$ cat src/rtl/sauria_seq_pkg.sv
// Shared types for the SAURIA cfg-port command sequencer: opcodes,
// FSM states, command record and a saturating accumulate helper.
package sauria_seq_pkg;

    localparam int unsigned CFG_ADDR_W = 32;
    localparam int unsigned CFG_DATA_W = 32;

    typedef enum logic [2:0] {
        OP_WRITE    = 3'd0,
        OP_POLL     = 3'd1,
        OP_WAIT_IRQ = 3'd2,
        OP_CHECK    = 3'd3,
        OP_END      = 3'd4
    } opcode_e;

    typedef enum logic [3:0] {
        S_IDLE,
        S_WR,
        S_RD_ADDR,
        S_RD_DATA,
        S_POLL_WAIT,
        S_IRQ_WAIT,
        S_CHK_SETUP,
        S_CHK_HOLD,
        S_DONE
    } state_e;

    typedef struct packed {
        opcode_e                 op;
        logic [CFG_ADDR_W-1:0]   addr;
        logic [CFG_DATA_W-1:0]   data;
        logic [CFG_DATA_W-1:0]   mask;
    } cmd_t;

    // 32-bit add that sticks at all-ones instead of wrapping
    function automatic logic [31:0] sat_add32(input logic [31:0] a, input logic [31:0] b);
        logic [32:0] s;
        s = {1'b0, a} + {1'b0, b};
        return s[32] ? '1 : s[31:0];
    endfunction

endpackage

$ cat src/rtl/sauria_seq_timer.sv
// Clearable up-counter with a terminal-count flag; reused for the poll
// gap, the check_flag hold and the command timeout.
module sauria_seq_timer #(
    parameter int unsigned W = 32
) (
    input  logic         clk,
    input  logic         rst,
    input  logic         clr,
    input  logic         en,
    input  logic [W-1:0] terminal,
    output logic         tc
);

    logic [W-1:0] count;

    // count up while enabled, held at zero whenever cleared
    always_ff @(posedge clk) begin
        if (rst || clr) begin
            count <= '0;
        end else if (en) begin
            count <= count + W'(1);
        end
    end

    assign tc = en && (count == terminal);

endmodule

$ cat src/rtl/sauria_cfg_sequencer.sv
// Command-driven AXI4-Lite cfg master for the SAURIA bench: writes,
// polls, waits on interrupts, triggers DRAM checks and keeps a verdict.
module sauria_cfg_sequencer
    import sauria_seq_pkg::*;
#(
    parameter int unsigned ADDR_W      = 32,
    parameter int unsigned DATA_W      = 32,
    parameter int unsigned TIMEOUT_CYC = 1000000,
    parameter int unsigned POLL_GAP    = 16,
    parameter int unsigned CHECK_HOLD  = 4
) (
    input  logic              i_system_clk,
    input  logic              i_system_rst,
    input  logic              i_cmd_valid,
    output logic              o_cmd_ready,
    input  logic [2:0]        i_cmd_op,
    input  logic [ADDR_W-1:0] i_cmd_addr,
    input  logic [DATA_W-1:0] i_cmd_data,
    input  logic [DATA_W-1:0] i_cmd_mask,
    output logic [ADDR_W-1:0] o_ar_addr,
    output logic              o_ar_valid,
    input  logic              i_ar_ready,
    input  logic [DATA_W-1:0] i_r_data,
    input  logic              i_r_valid,
    output logic              o_r_ready,
    output logic [ADDR_W-1:0] o_aw_addr,
    output logic              o_aw_valid,
    input  logic              i_aw_ready,
    output logic [DATA_W-1:0] o_w_data,
    output logic              o_w_valid,
    input  logic              i_w_ready,
    input  logic              i_ctrl_irq,
    input  logic              i_sauria_irq,
    input  logic              i_dma_irq,
    output logic              o_check_flag,
    output logic [31:0]       o_dram_startoffs,
    output logic [31:0]       o_dram_outoffs,
    output logic [31:0]       o_dram_endoffs,
    input  logic [31:0]       i_errors,
    output logic [31:0]       o_err_total,
    output logic              o_timeout,
    output logic              o_done,
    output logic              o_pass
);

    localparam logic [31:0] TO_TERM   = 32'(TIMEOUT_CYC - 1);
    localparam logic [31:0] GAP_TERM  = 32'(POLL_GAP - 1);
    localparam logic [31:0] HOLD_TERM = 32'(CHECK_HOLD - 1);

    state_e            state;
    cmd_t              cmd_in;
    logic [ADDR_W-1:0] addr_q;
    logic [DATA_W-1:0] data_q;
    logic [DATA_W-1:0] mask_q;

    logic              to_clr, to_en, to_tc;
    logic              aux_clr, aux_en, aux_tc;
    logic [31:0]       aux_term;
    logic [2:0]        irq_sel;
    logic              irq_hit;
    logic              poll_match;

    assign cmd_in = '{op: opcode_e'(i_cmd_op), addr: i_cmd_addr, data: i_cmd_data, mask: i_cmd_mask};

    // addr/data registers double as the AXI address/data outputs and as
    // the poll compare value / irq select for the command in flight
    assign o_ar_addr = addr_q;
    assign o_aw_addr = addr_q;
    assign o_w_data  = data_q;

    assign o_cmd_ready = (state == S_IDLE);
    assign o_pass      = o_done && !o_timeout && (o_err_total == '0);

    assign irq_sel    = data_q[2:0];
    assign irq_hit    = |(irq_sel & {i_dma_irq, i_sauria_irq, i_ctrl_irq});
    assign poll_match = (((i_r_data ^ data_q) & mask_q) == '0);

    // timer enables follow the state: timeout spans the whole poll/irq wait,
    // the aux timer covers the poll gap and the check_flag hold
    always_comb begin
        to_en    = 1'b0;
        aux_en   = 1'b0;
        aux_term = HOLD_TERM;
        case (state)
            S_RD_ADDR, S_RD_DATA, S_IRQ_WAIT: to_en = 1'b1;
            S_POLL_WAIT: begin
                to_en    = 1'b1;
                aux_en   = 1'b1;
                aux_term = GAP_TERM;
            end
            S_CHK_HOLD: aux_en = 1'b1;
            default: ;
        endcase
        to_clr  = !to_en;
        aux_clr = !aux_en;
    end

    sauria_seq_timer #(.W(32)) u_timeout (
        .clk      (i_system_clk),
        .rst      (i_system_rst),
        .clr      (to_clr),
        .en       (to_en),
        .terminal (TO_TERM),
        .tc       (to_tc)
    );

    sauria_seq_timer #(.W(32)) u_aux (
        .clk      (i_system_clk),
        .rst      (i_system_rst),
        .clr      (aux_clr),
        .en       (aux_en),
        .terminal (aux_term),
        .tc       (aux_tc)
    );

    // command FSM with registered AXI, check and verdict outputs
    always_ff @(posedge i_system_clk) begin
        if (i_system_rst) begin
            state            <= S_IDLE;
            addr_q           <= '0;
            data_q           <= '0;
            mask_q           <= '0;
            o_ar_valid       <= 1'b0;
            o_r_ready        <= 1'b0;
            o_aw_valid       <= 1'b0;
            o_w_valid        <= 1'b0;
            o_check_flag     <= 1'b0;
            o_dram_startoffs <= '0;
            o_dram_outoffs   <= '0;
            o_dram_endoffs   <= '0;
            o_err_total      <= '0;
            o_timeout        <= 1'b0;
            o_done           <= 1'b0;
        end else begin
            case (state)
                S_IDLE: begin
                    if (i_cmd_valid) begin
                        addr_q <= cmd_in.addr;
                        data_q <= cmd_in.data;
                        mask_q <= cmd_in.mask;
                        case (cmd_in.op)
                            OP_WRITE: begin
                                o_aw_valid <= 1'b1;
                                o_w_valid  <= 1'b1;
                                state      <= S_WR;
                            end
                            OP_POLL: begin
                                o_ar_valid <= 1'b1;
                                state      <= S_RD_ADDR;
                            end
                            OP_WAIT_IRQ: state <= S_IRQ_WAIT;
                            OP_CHECK: begin
                                o_dram_startoffs <= cmd_in.addr;
                                o_dram_endoffs   <= cmd_in.data;
                                o_dram_outoffs   <= cmd_in.mask;
                                state            <= S_CHK_SETUP;
                            end
                            default: begin
                                o_done <= 1'b1;
                                state  <= S_DONE;
                            end
                        endcase
                    end
                end
                S_WR: begin
                    if (i_aw_ready) o_aw_valid <= 1'b0;
                    if (i_w_ready)  o_w_valid  <= 1'b0;
                    if ((!o_aw_valid || i_aw_ready) && (!o_w_valid || i_w_ready)) begin
                        state <= S_IDLE;
                    end
                end
                S_RD_ADDR: begin
                    if (to_tc) begin
                        o_ar_valid <= 1'b0;
                        o_timeout  <= 1'b1;
                        o_done     <= 1'b1;
                        state      <= S_DONE;
                    end else if (i_ar_ready) begin
                        o_ar_valid <= 1'b0;
                        o_r_ready  <= 1'b1;
                        state      <= S_RD_DATA;
                    end
                end
                S_RD_DATA: begin
                    if (to_tc) begin
                        o_r_ready <= 1'b0;
                        o_timeout <= 1'b1;
                        o_done    <= 1'b1;
                        state     <= S_DONE;
                    end else if (i_r_valid) begin
                        o_r_ready <= 1'b0;
                        state     <= poll_match ? S_IDLE : S_POLL_WAIT;
                    end
                end
                S_POLL_WAIT: begin
                    if (to_tc) begin
                        o_timeout <= 1'b1;
                        o_done    <= 1'b1;
                        state     <= S_DONE;
                    end else if (aux_tc) begin
                        o_ar_valid <= 1'b1;
                        state      <= S_RD_ADDR;
                    end
                end
                S_IRQ_WAIT: begin
                    if (to_tc) begin
                        o_timeout <= 1'b1;
                        o_done    <= 1'b1;
                        state     <= S_DONE;
                    end else if ((irq_sel == 3'b000) || irq_hit) begin
                        state <= S_IDLE;
                    end
                end
                S_CHK_SETUP: begin
                    o_check_flag <= 1'b1;
                    state        <= S_CHK_HOLD;
                end
                S_CHK_HOLD: begin
                    if (aux_tc) begin
                        o_check_flag <= 1'b0;
                        o_err_total  <= sat_add32(o_err_total, i_errors);
                        state        <= S_IDLE;
                    end
                end
                S_DONE: state <= S_DONE;
                default: state <= S_IDLE;
            endcase
        end
    end

endmodule

$ cat config.mk
export PLATFORM = sky130hd
export DESIGN_NAME = sauria_cfg_sequencer
export DESIGN_NICKNAME = d
export VERILOG_FILES = /design/src/rtl/sauria_seq_pkg.sv /design/src/rtl/sauria_seq_timer.sv /design/src/rtl/sauria_cfg_sequencer.sv
export SDC_FILE = /design/constraint.sdc
export NUM_CORES = 1
export LEC_CHECK = 0
export CAP_MARGIN = 0
export CORE_UTILIZATION = 40
export DETAILED_ROUTE_END_ITERATION = 8
export PLACE_DENSITY = 0.71
export SYNTH_ARGS = -nofsm -noshare
export SYNTH_HDL_FRONTEND = slang
export SYNTH_SLANG_ARGS = --single-unit
$ cat constraint.sdc
create_clock -name i_system_clk -period 3.3 [get_ports i_system_clk]
set_input_delay 0.66 -clock i_system_clk [delete_from_list [all_inputs] [get_ports i_system_clk]]
set_output_delay 0.66 -clock i_system_clk [all_outputs]
set_load 0.005 [all_outputs]
Word-level counts from Yosys, hierarchy flattened
Index checks and enable logic that the tools add are counted.
W data, S select, Z words.
{ "totals": {"output_inout_bits": 233, "input_bits": 173, "regBits": 299} }
{ "classes": {"add_sub_neg": 3, "bitwise_logic": 3, "n_eq_ne": 30, "muxes": 42, "n_reduce_logical": 40} }
{ "ops": {"columns": ["op", "n"], "rows": [
  ["$add A32 B1 Y32 const B", 2],
  ["$logic_not A32 Y1", 2],
  ["$mux W4", 12],
  ["$pmux W4 S9", 1],
  ["$add A32 B32 Y33", 1],
  ["$and A32 B32 Y32", 1],
  ["$eq A32 B20 Y1 const B", 1],
  ["$eq A32 B4 Y1", 1],
  ["$mux W32", 1],
  ["$xor A32 B32 Y32", 1],
  ["$mux W1", 20],
  ["$ne A2 B2 Y1 const B", 10],
  ["$eq A4 B3 Y1 const B", 4],
  ["$pmux W4 S4", 1],
  ["$reduce_and A4 Y1", 4],
  ["$ne A3 B3 Y1 const B", 4],
  ["$pmux W1 S2", 5],
  ["$eq A4 B2 Y1 const B", 2],
  ["$reduce_and A2 Y1", 4],
  ["$reduce_bool A2 Y1", 4],
  ["$reduce_or A4 Y1", 2],
  ["$reduce_and A7 Y1", 1],
  ["$eq A3 B2 Y1 const B", 2],
  ["$logic_not A3 Y1", 2],
  ["other kinds (16)", 30]
]} }

Depth between registers and ports, before layout
Gate-level depths: netlist of run 1.
{ "depth": {"depth_word": 7, "depth_mapped": 11} }

By module
From an unflattened synthesis of run 1, not the netlist that was laid out.
{ "hier_totals": {"hier_cells": 1853, "area_unflattened_um2": 14814.2} }
{ "modules_own_cells": {"columns": ["module", "n_inst", "cells_per_inst", "area_per_inst_um2"], "rows": [
  ["sauria_cfg_sequencer", 1, 1397, 10975.5],
  ["sauria_seq_timer (u_aux)", 1, 232, 1923.1],
  ["sauria_seq_timer (u_timeout)", 1, 224, 1915.6]
]} }

Least setup slack after synthesis of run 1
Ideal clock, no wire load.
{ "synth_path": {"path_kind": "input -> register", "start": "in i_errors[0]", "end": "reg o_err_total[27]", "slack_ns": 0.333, "required_time_ns": 3.179, "cell_stages": 11, "t_arrival_ns": 2.847, "cell_sequence": "ha_1 -> fa_1 -> a21oi_1 -> o211ai_1 -> a22oi_1 -> a211o_1 -> o21ai_2 -> a31o_1 -> or3_1 -> o31ai_1 -> nor2_1"} }
{ "synth_via": {"elab_chain_len": 2} }
{ "synth_rtl": {"columns": ["element", "line", "rtl"], "rows": [
  ["start, declared", "sauria_cfg_sequencer.sv:39", "input logic [31:0] i_errors,"],
  ["$add A32 B32 Y33", "sauria_seq_pkg.sv:38", "s = {1'b0, a} + {1'b0, b};"],
  ["$mux W32", "sauria_seq_pkg.sv:39", "return s[32] ? '1 : s[31:0];"],
  ["end signal, assigned", "sauria_cfg_sequencer.sv:221", "o_err_total <= sat_add32(o_err_total, i_errors);"],
  ["end, declared", "sauria_cfg_sequencer.sv:40", "output logic [31:0] o_err_total,"]
]} }
Every way passes these cells.
A chain may end at the register's enable or synchronous reset.

Final worst setup path of run 1
{ "layout_path": {"start": "reg o_err_total[3]", "end": "out o_pass"} }
{ "layout_via": {"elab_chain_len": 2} }
{ "layout_rtl": {"columns": ["element", "line", "rtl"], "rows": [
  ["$logic_not A32 Y1", "sauria_cfg_sequencer.sv:72", "assign o_pass = o_done && !o_timeout && (o_err_total == '0);"],
  ["$logic_and A1 B1 Y1", "sauria_cfg_sequencer.sv:72", null],
  ["end, declared", "sauria_cfg_sequencer.sv:43", "output logic o_pass"]
]} }
Every way passes these cells.

==> flow_summary.toml, run 1 <==
[synth]
yosysMostFrequentCell = "nand2_1"
synth_top_area_frac = 0.444
yosysWarnings = 0
synth-seq-cells = 299
synth_area_sq_um = 13500
synthCells = 1710
syn_area_per_cell_sq_um = 7.89
syn-num-nets = 1918
seq_area_frac_synth = 0.444
synth_edf_count = 0
yosysTopAreaCell = "dfxtp_1"
async_reset_ff_frac = 0
synth_common_cells = "nand2_1 (439), dfxtp_1 (299), a21oi_1 (254), nor2_1 (135), clkbuf_1 (78)"
synth_area_leaders = "dfxtp_1 (44%), nand2_1 (12%), a21oi_1 (9.4%), xor2_1 (4.7%), nor2_1 (3.8%)"
synth_cell_types = 63
synth_flop_cell = "dfxtp_1"

[cells_and_area]
nets = 2312
area_growth_pct = 44.5
drive_gt1_frac = 0.0733
stdcell_area_sq_um = 19500

[global_routing]
antenna_found_initial = 6
grt_pass1_wl_mm = 67.5
grt_max_degree = 129
grt_usage = 0.248
grt_pass1_vias = 12500
overflow = 0

[power_and_ir_drop]
ir_worst_vdd_mv = 0.503
total_leakage_power_nw = 7.01
p_total_mw = 11.5
powerDensity_nw_per_um2 = 591

[hold_path]
hp-class = "flop to flop"

[die]
die_w_microns = 186
start_util = 0.410
fp-row-count = 66
fp.coreArea_sq_um = 32900
io_pins = 406
die_area_sq_um = 34500
die_h_microns = 186

[clocking]
cts_setup_buffers = 0
cts.clk_slew.worst_paths_ns = 0.06
worstSkewPairLatency_ns = 0.51
clockBufferDepth = 3
cts_buffers = 35
htree_levels = 2
cts_hold_buffers = 0
cts_tree = "yes"
cts.sinks = 299
cts-root-buf = "clkbuf_16"

[sta]
maxSlewHeadroom = 0.588
rsz0062_at_grt = "no"
finalCritPeriodShare = 0.951
fin_skew_ns = 0.0250
setup_slack_ns = 0.161
final_hold_viol_count = 0
period_minus_slack_ns = 3.14
setup_viol = 0
clock.fmax_ghz = 0.319
tightest_slew_ns = 0.618
finalMaxSlewViolations = 0

[placement]
post-place-ws_ns = -0.373
dp_hpwl_mm = 33.0
place.gp.congestion = 0.907
placed_area_sq_um = 18200
numPortBuffers = 405

[route]
drt_iter0_drc = 835
drcViolationCount = 0
postRouteAntennaNets = 0
routedWlPerCell_microns = 17.3
vias = 13400
first_pass_iters = 5
vias_per_cell = 5.20
finalWirelength_mm = 44.5

[worst_setup_path]
setup.worst_path.class = "flop to output pin"
required_ns = 2.64
worstSetupEndpointType = "output pin"
arrival_ns = 2.48
r2r_slack_ns = 0.48
start_kind = "flop"
path_max_fanout = 4

[status]
status = "finished, final reports clean"

[run]
max_cap_viol_count = 0
-- sequential cells by signal, summed over array words and instances (netlist names) --
register and flops:
o_dram_startoffs 32, o_err_total 32, o_done 1, o_ar_valid 1
o_w_valid 1, u_aux.count 32, state 4, o_w_data 32
o_r_ready 1, o_check_flag 1, o_aw_valid 1, mask_q 32
o_ar_addr 32, o_dram_outoffs 32, o_dram_endoffs 32, o_timeout 1
u_timeout.count 32
-- worst paths after layout --
| check | from | endpoint | cells after the start |
|---|---|---|---|
| max | o_err_total[3]$_SDFFE_PP0P_ | o_pass | 5 |
| min | mask_q[22]$_SDFFE_PP0P_ | mask_q[22]$_SDFFE_PP0P_ | 2 |
| max reg2reg | o_err_total[0]$_SDFFE_PP0P_ | o_err_total[30]$_SDFFE_PP0P_ | 12 |
| min reg2reg | mask_q[22]$_SDFFE_PP0P_ | mask_q[22]$_SDFFE_PP0P_ | 2 |
-- cell families after synthesis --
logic type,share of synthesized area
buffers and inverters,0.0501
xor gates and xnor gates,0.0695
AOI/OAI and AO/OA,0.166
DFF,0.444
adders and majority gates,0.0330
muxes,0.00315
and+or+nand+nor,0.234
-- per-stage QoR --
step | cells | util | hold WS, ns | setup TNS [ns]
after floorplan | 1710 | - | 0.418 | 0
after global placement | 2509 | 0.555 | 0.428 | -4.76
after detailed placement | 2509 | 0.555 | 0.439 | -7.73
after CTS | 2571 | 0.592 | 0.454 | 0
after global routing | 2576 | 0.593 | 0.471 | 0
final | 2579 | 0.593 | 0.453 | 0
-- layer usage --
metal	vias up	GRT usage	wire [microns]
met5	-	0	17
met4	2	0.113	1600
met3	92	0.0454	2800
met2	440	0.418	21700
met1	6275	0.308	18400
li1	6601	-	-
-- area by class of cell --
class                           instances  area [sq um]
Clock inverter                         14           199
Fill cell                            2933         13400
Inverter                               20          75.1
Sequential cell                       299          5990
Tap cell                              442           553
Antenna cell                            8          20.0
Multi-Input combinational cell       1267          6880
Timing Repair Buffer                  481          4760
Clock buffer                           48          1020
-- cells in the final DEF (no fill, tap or decap), types with 4 or more instances in the layout --
| cell | synthesis | final |
|---|---|---|
| clkbuf_8 | 0 | 7 |
| ha_1 | 34 | 34 |
| a22oi_1 | 18 | 17 |
| bufinv_16 | 0 | 4 |
| o21a_1 | 4 | 4 |
| nor4_1 | 17 | 16 |
| nor4b_1 | 5 | 4 |
| nand2_1 | 439 | 438 |
| nor2b_1 | 4 | 4 |
| o21bai_1 | 5 | 5 |
| nor3_1 | 16 | 16 |
| a31oi_1 | 8 | 7 |
| o211ai_1 | 4 | 4 |
| xor2_1 | 73 | 73 |
| nor2_1 | 135 | 134 |
| a211oi_1 | 31 | 31 |
| and2_1 | 7 | 6 |
| clkinv_2 | 0 | 4 |
| o21ai_0 | 32 | 32 |
| or3_1 | 19 | 19 |
| nand3_1 | 31 | 31 |
| nand4_1 | 24 | 24 |
| and4_1 | 7 | 7 |
| a21oi_1 | 254 | 253 |
| inv_1 | 20 | 20 |
| diode_2 | 0 | 8 |
| clkbuf_16 | 0 | 36 |
| buf_4 | 32 | 65 |
| clkdlybuf4s50_1 | 0 | 404 |
| a21o_1 | 8 | 8 |
| and3_1 | 9 | 9 |
| xnor2_1 | 34 | 34 |
| dfxtp_1 | 299 | 299 |
| clkbuf_1 | 78 | 5 |
| buf_12 | 0 | 11 |
| a211o_1 | 4 | 4 |
-- where the power goes --
| group | switching [mW] | leakage (nW) | internal (mW) |
|---|---|---|---|
| Sequential | 0.342 | 2.42 | 4.02 |
| Combinational | 1.64 | 3.99 | 1.51 |
| Clock | 1.54 | 0.596 | 2.48 |
| Total | 3.51 | 7.01 | 8.01 |
-- worst max-delay path: stages, from the launching register on --
cell and delay (ns):
dfxtp_1 0.35, nor4_2 0.44, and4_1 0.30, nand4_1 0.15
nor4_1 0.20, clkdlybuf4s50_1 0.55
-- what timing repair did --
item,CTS,global route
gates cloned,0,0
endpoints found under the setup margin,1,3
resized for setup,2,3
(Power assumes the default switching activity.)
==> run 2: changes to the inputs <==
--- a/config.mk
+++ b/config.mk
@@ -7,6 +7,8 @@
 export LEC_CHECK = 0
 export CAP_MARGIN = 0
 export CORE_UTILIZATION = 40
+export CTS_CLUSTER_DIAMETER = 100
+export CTS_CLUSTER_SIZE = 12
 export DETAILED_ROUTE_END_ITERATION = 8
 export PLACE_DENSITY = 0.71
 export SYNTH_ARGS = -nofsm -noshare
==> run 2 against run 1 <==
Compared with the run above:
- die area unchanged
- sequential power about the same
- via count down 0.87%
- power fell by 10%
- sequential share of layout area grew 0.79 points
- critical path depth is the same
- routed wire length is 0.33% lower
- final area down 2.5%
- utilization fell by 1.5 points
- clock-buffer cell count fell by 19
- sequential cell count did not move
- first-iteration DRC count up 9.1%
==> flow_summary.toml, run 2 (synthesis gave the netlist of run 1 again) <==
[route]
drcViolationCount = 0
first_pass_iters = 5
finalWirelength_mm = 44.4
vias_per_cell = 5.23
routedWlPerCell_microns = 17.5
postRouteAntennaNets = 0
vias = 13300
drt_iter0_drc = 911

[power_and_ir_drop]
ir_worst_vdd_mv = 0.408
p_int_mw = 7.02
switching_share = 0.320
total_leakage_power_nw = 6.78
pwr-share-clk = 0.273
powerDensity_nw_per_um2 = 543
switchingPower_mw = 3.30
power_frac_seq = 0.422
combPwrFrac = 0.304

[die]
die_area_sq_um = 34500
start_util = 0.410
die_h_microns = 186
die_w_microns = 186
fp-row-count = 66
fp.coreArea_sq_um = 32900
io_pins = 406

[placement]
post-place-ws_ns = -0.373
numPortBuffers = 405
place.gp.congestion = 0.907
place_inst = 2509
dp_hpwl_mm = 33.0

[worst_setup_path]
start_kind = "flop"
path_max_fanout = 4
worstSetupEndpointType = "output pin"
arrival_ns = 2.43
required_ns = 2.64
reg2reg_depth = 12
setup.worst_path.class = "flop to output pin"

[clocking]
cts_hold_buffers = 0
worstSkewPairLatency_ns = 0.55
cts_buffers = 28
cts_tree = "yes"
cts.sinks = 299
cts.clk_slew.worst_paths_ns = 0.06
htree_levels = 1
cts_setup_buffers = 0
clockBufferDepth = 3
cts-root-buf = "clkbuf_16"

[cells_and_area]
area_growth_pct = 40.9
final-instance-count-excl-fill = 2544
layout_commonest_cell = "nand2_1"
drive_gt1_frac = 0.0610
final_cell_mix = "nand2_1 (438), clkdlybuf4s50_1 (404), dfxtp_1 (299)"
nets = 2305
fin_util = 0.578

[sta]
fin_skew_ns = 0.0112
rsz0062_at_grt = "no"
finalMaxSlewViolations = 0
setup_viol = 0
final_hold_viol_count = 0
maxSlewHeadroom = 0.604
tightest_slew_ns = 0.595
finalCritPeriodShare = 0.936
holdWs_ns = 0.447
clock.fmax_ghz = 0.324
setup_slack_ns = 0.211
period_minus_slack_ns = 3.09

[status]
status = "finished, final reports clean"

[global_routing]
grt_pass1_wl_mm = 67.2
use_met3 = 0.0389
use_met1 = 0.308
overflow = 0
met2_usage = 0.417
grt_usage = 0.245
antenna_found_initial = 4
grt_busiest_layer = "met2"
grt_max_degree = 129
grt_pass1_vias = 12400

[hold_path]
hp-class = "flop to flop"
holdPathStages = 1

[run]
max_cap_viol_count = 0
run 2: through the flow:
step	power [mW]	area, sq um	setup TNS [ns]
finish	10.3	19000	0
global route	10.9	19000	0
CTS	10.4	19000	0
detailed placement	7.58	18200	-7.73
global placement	7.52	18200	-4.76
floorplan	5.97	13500	0
run 2: worst max-delay path: stages (launching register included):
cell and delay (ns):
dfxtp_1 0.36, nor4_4 0.38, and4_1 0.28, nand4_1 0.16, nor4_2 0.16, clkdlybuf4s50_1 0.54
run 2: final timing paths:
check                              start                            to  slack, ns
max reg2reg  o_err_total[0]$_SDFFE_PP0P_  o_err_total[30]$_SDFFE_PP0P_       0.40
min          u_aux.count[0]$_SDFFE_PP0N_   u_aux.count[0]$_SDFFE_PP0N_       0.45
min reg2reg  u_aux.count[0]$_SDFFE_PP0N_   u_aux.count[0]$_SDFFE_PP0N_       0.45
max          o_err_total[3]$_SDFFE_PP0P_                        o_pass       0.21
run 2: per-layer routing:
layer  vias up  wire length (microns)  part of all wire
met5         -                      0                 0
met4         0                   1840             0.042
met3       106                   2780             0.063
met2       451                  21500              0.48
met1      6186                  18300              0.41
li1       6551                      -                 -
run 2: timing repair:
item / CTS / global route
endpoints found under the setup margin: 1 / 2
resized for setup: 2 / 4
endpoints found under the hold margin: 0 / 0
run 2: cell type report:
type / count / area [sq um]
clock buffers: 29 / 704
well taps: 442 / 553
clock inverters: 1 / 16.3
inverters: 20 / 75.1
flip-flops and latches: 299 / 5990
multi-input cells: 1267 / 6890
fillers: 2993 / 13900
diodes: 5 / 12.5
repair buffers: 481 / 4760
run 2: power groups by stage:
| stage | Sequential (mW) | Combinational, mW | Clock, mW |
|---|---|---|---|
| final | 4.36 | 3.14 | 2.82 |
| after global routing | 4.41 | 3.44 | 3.02 |
| after CTS | 4.36 | 3.16 | 2.90 |
| after detailed placement | 4.44 | 3.14 | 0 |
| after global placement | 4.42 | 3.10 | 0 |
| after floorplan | 4.36 | 1.62 | 0 |
